### src/rtl/max_6_0_err_monitor.sv
// max_6_0_err_monitor: windowed mismatch/Hamming/max-error monitor for the approximate max_6_0 partition.
// Define MAX_6_0_ERR_MON_MAXERR_EN to build in max-absolute-error tracking; otherwise rpt_maxerr is tied to 0.
module max_6_0_err_monitor #(
  parameter int WINDOW = 256,
  parameter int CNT_W  = 16,
  parameter int THRESH = 0
) (
  input  logic             clk,
  input  logic             rst_n,
  input  logic             start,
  input  logic             clear,
  input  logic             in_valid,
  output logic             in_ready,
  input  logic [3:0]       approx,
  input  logic [3:0]       exact,
  output logic             rpt_valid,
  input  logic             rpt_ready,
  output logic [CNT_W-1:0] rpt_mismatch,
  output logic [CNT_W-1:0] rpt_hamming,
  output logic [3:0]       rpt_maxerr,
  output logic             rpt_fail
);
  typedef enum logic [1:0] {IDLE, ACCUM, REPORT} state_t;
  state_t state;
  logic [CNT_W-1:0] sample_cnt, mismatch, hamming;
  logic [3:0] x;
  logic [2:0] pop;
  logic xfer, go;
  assign x = approx ^ exact;
  assign pop = {2'b0, x[0]} + {2'b0, x[1]} + {2'b0, x[2]} + {2'b0, x[3]};
  assign xfer = in_valid && state == ACCUM;
  assign go = start && state == IDLE;
  assign in_ready = state == ACCUM;
  assign rpt_valid = state == REPORT;
  assign rpt_mismatch = mismatch;
  assign rpt_hamming = hamming;
  always_ff @(posedge clk or negedge rst_n)
    if (!rst_n) begin
      state <= IDLE;
      sample_cnt <= '0;
      mismatch <= '0;
      hamming <= '0;
      rpt_fail <= 1'b0;
    end else if (clear || go) begin
      state <= clear ? IDLE : ACCUM;
      sample_cnt <= '0;
      mismatch <= '0;
      hamming <= '0;
      rpt_fail <= 1'b0;
    end else if (xfer) begin
      sample_cnt <= sample_cnt + 1'b1;
      mismatch <= mismatch + CNT_W'(x != 4'd0);
      hamming <= hamming + CNT_W'(pop);
      // fail is registered from the post-update count so it matches the held report
      rpt_fail <= (mismatch + CNT_W'(x != 4'd0)) > CNT_W'(THRESH);
      if (sample_cnt == CNT_W'(WINDOW - 1)) state <= REPORT;
    end else if (state == REPORT && rpt_ready) begin
      state <= IDLE;
    end
`ifdef MAX_6_0_ERR_MON_MAXERR_EN
  logic [4:0] diff, neg;
  logic [3:0] abs_err;
  logic [3:0] maxerr;
  assign diff = {1'b0, approx} - {1'b0, exact};
  assign neg = -diff;
  assign abs_err = diff[4] ? neg[3:0] : diff[3:0];
  assign rpt_maxerr = maxerr;
  always_ff @(posedge clk or negedge rst_n)
    if (!rst_n) maxerr <= 4'd0;
    else if (clear || go) maxerr <= 4'd0;
    else if (xfer && abs_err > maxerr) maxerr <= abs_err;
`else
  assign rpt_maxerr = 4'd0;
`endif
endmodule
### config.mk
export PLATFORM = sky130hd
export DESIGN_NAME = max_6_0_err_monitor
export DESIGN_NICKNAME = d
export VERILOG_FILES = /design/src/rtl/max_6_0_err_monitor.sv
export SDC_FILE = /design/constraint.sdc
export NUM_CORES = 1
export LEC_CHECK = 0
export ABC_AREA = 1
export BUFFER_PORTS_ARGS = -buffer_cell sky130_fd_sc_hd__buf_2
export CORE_MARGIN = 4
export CORE_UTILIZATION = 56
export DETAILED_ROUTE_END_ITERATION = 7
export GPL_TIMING_DRIVEN = 0
export PLACE_DENSITY = 0.8
export SYNTH_ARGS = -nofsm -noshare
export SYNTH_HDL_FRONTEND = slang
export SYNTH_SLANG_ARGS = --single-unit
### constraint.sdc
create_clock -name clk -period 2.7 [get_ports clk]
set_input_delay 0.135 -clock clk [delete_from_list [all_inputs] [get_ports clk]]
set_output_delay 0.135 -clock clk [all_outputs]
set_load 0.01 [all_outputs]
==> results by group <==
Status
  • Status: completed

Floorplanning
  • Chip Height: 81.5 um
  • Initial Util: 0.585
  • Row cnt: 26
  • Core Region: 0.00517 sq mm
  • Die Wd: 81.5 um
  • DIE AREA: 0.00664 sq mm
  • Io pins: 53

Finish
  • Final non-filler cell area: 0.00346 sq mm
  • Final core occ: 0.669
  • Area growth, synth to finish: 14.4%
  • Diode count: 0
  • Nets: 473
  • Share of layout cells above drive strength 1: 0.212
  • FILL cells: 454

Global route
  • Grt ovf: 0
  • Vias in the first global route: 2614
  • Initial antenna violation count: 0
  • Largest net degree at the start of global routing: 52
  • Total GRT Usage: 0.219
  • First-pass GRT wire length: 11300 um

CTS
  • CTS tree: yes
  • TritonCTS sink count: 51
  • CTS Buf Count: 5
  • Worst skew pair latency: 0.30 ns
  • Max clock buf depth: 2
  • H-tree levels: 2
  • Root Buffer: clkbuf_8
  • Clock Pin Slew Worst Setup and Hold Paths: 0.08 ns
  • Hold_buf cts: 0

Synthesis
  • Yosys top cell area share: 0.422
  • Yosys reg bits: 51
  • Yosys Warn Count: 0
  • Distinct cells, synth: 35
  • Post-synth top area cell: dfrtp_1
  • Sequential cell area fraction in the yosys report: 0.422
  • Syn_area_per_cell: 7.70 sq um
  • Post-Synthesis Cells: 393
  • Synth top area cells: dfrtp_1 42%, nand2_1 12%, inv_1 6.5%
  • Mapped Area: 0.00302 sq mm

STA
  • Slew HR: 0.254
  • RSZ-0062 raised after global routing: no
  • Clock skew: 0.00678 ns
  • Fin. Hold Viols: 0
  • Crit share post-route: 0.939
  • Pins over their slew limit: 0
  • Final setup violation count: 0
  • Tmin final: 2.54 ns
  • Worst Tran Pin Value: 1.12 ns
  • Peak Freq: 394 MHz

Routing
  • Average wire per standard cell: 12.8 um
  • Vias per cell: 5.25
  • # DRC: 0
  • Detail Route Antenna Nets: 0
  • DR iter-0 viols: 83
  • Detailed Route WL: 6660 um
  • Via count: 2741
  • First-pass DRT Iterations: 5

Place
  • Hpwl dp: 5110 um
  • Final Wtd Congestion: 0.892
  • Placed Area: 0.00336 sq mm
  • Port bufs: 48

Critical path
  • CP bufs+invs: 3
  • Critical path capture point type: register
  • Top delay family on crit path: adder cells
  • Critical path data arrival time: 2.73 ns
  • CP Launch Type: register
  • Critical-path cell list: inv_2, fa_1, fa_2, inv_1, fa_1, inv_1, nor3_4, nand3_2, nor2_4, nand3_2, o21ai_0, nor2_1
  • CP Class: reg -> reg
  • Critical Path Stages: 12
  • CP max-delay cell: fa_1
  • Req. time, crit path: 2.90 ns
  • Critical path peak fanout: 5
  • Slowest Stage Delay on Critical Path: 0.44 ns
  • R2R cell count: 12

Pwr
  • VDD IR-drop max: 303 uV
  • Pleak: 0.00168 uW
  • Pwr Density: 395 mW/mm^2

Flow run
  • Max-Cap Viols: 0

Worst hold path
  • Tightest Hold Check Type: in -> async
## metrics by stage
step	total power [uW]	hold slack [ns]	setup WS (ns)	instances	setup TNS, ns
final	1370	0.0289	0.165	522	0
after global routing	1430	0.0985	0.0148	522	0
after CTS	1380	0.0770	0.0525	521	0
after detailed placement	937	0.416	-0.0317	514	-0.0495
after global placement	932	0.416	0.0944	514	0
after floorplan	881	-0.161	0.237	396	0
## power breakdown
part / internal (uW) / switching, uW
clock: 202 / 242
sequential: 768 / 6.38
combinational: 48.7 / 98.9
total: 1020 / 347
## kinds of logic (layout without fill, tap and decap cells)
| kind of cell | count (synthesis) | in the layout | synth area share |
|---|---|---|---|
| xor+xnor | 5 | 5 | 0.0145 |
| simple gates | 197 | 197 | 0.317 |
| other cells | 1 | 4 | 0.00124 |
| flops | 51 | 51 | 0.422 |
| buf+inv | 66 | 122 | 0.0885 |
| compound gates | 66 | 66 | 0.120 |
| fa+ha+maj | 7 | 7 | 0.0364 |
## placed cells by master (no fill, tap or decap), types with 5 or more instances in the layout
| cell type | count |
|---|---|
| o22ai_1 | 8 |
| buf_2 | 52 |
| dfrtp_1 | 51 |
| nand2_1 | 97 |
| clkbuf_8 | 6 |
| inv_1 | 51 |
| nor3_1 | 6 |
| nor2_2 | 7 |
| buf_4 | 5 |
| nor2_4 | 7 |
| a21oi_1 | 19 |
| nand3_1 | 16 |
| nand4_1 | 11 |
| o21ai_0 | 27 |
| nor2_1 | 37 |
| inv_2 | 5 |
## cell type report
cell class	count	area (sq um)	share of cell area
multi-input combinational	279	1490	0.432
sequential	51	1280	0.369
timing repair buffer	49	248	0.0716
inverter	57	214	0.0618
tap	70	87.6	0.0253
clock buffer	6	82.6	0.0239
buffer	9	53.8	0.0155
clock inverter	1	5.00	0.00145
## cell usage after synthesis (all sizes together)
cell    number
o21ai       30
nor3         8
a211oi       4
nand4       12
o22ai        8
xnor2        4
buf          8
clkbuf       1
nand3       20
nor4         3
nand2      101
and2         1
a31oi        2
nor2        51
ha           4
inv         56
dfrtp       51
a21oi       19
clkinv       1
conb         1
xor2         1
a22o         2
fa           3
nor3b        1
o31ai        1
## path summary, 6_finish.rpt
kind,startpoint,endpoint,slack (ns)
setup / recovery,rpt_hamming[0]$_DFFE_PN0N_,rpt_hamming[14]$_DFFE_PN0N_,0.16
hold / removal,rst_n,rpt_mismatch[2]$_DFFE_PN0N_,0.03
setup reg to reg,rpt_hamming[0]$_DFFE_PN0N_,rpt_hamming[14]$_DFFE_PN0N_,0.16
hold reg to reg,rpt_fail$_DFFE_PN0N_,rpt_fail$_DFFE_PN0N_,0.49
max in group asynchronous,rst_n,sample_cnt[14]$_DFFE_PN0N_,1.97
min in group clk,start,state[0]$_DFFE_PN0P_,0.11
## sequential cells by signal, summed over array words and instances (netlist names)
register      flops
rpt_fail          1
rpt_hamming      16
rpt_mismatch     16
sample_cnt       16
state             2
## metal layers
metal / track usage / wire length, um
met5: 0 / 0
met4: 0.0895 / 120
met3: 0.0395 / 250
met2: 0.406 / 3460
met1: 0.246 / 2830
## timing repair
item / CTS / global route
resized for setup: 0 / 3
hold endpoints to repair: 0 / 0
setup endpoints to repair: 0 / 4
setup buffers: 0 / 1
No activity file was read; power rests on OpenSTA's default activity.
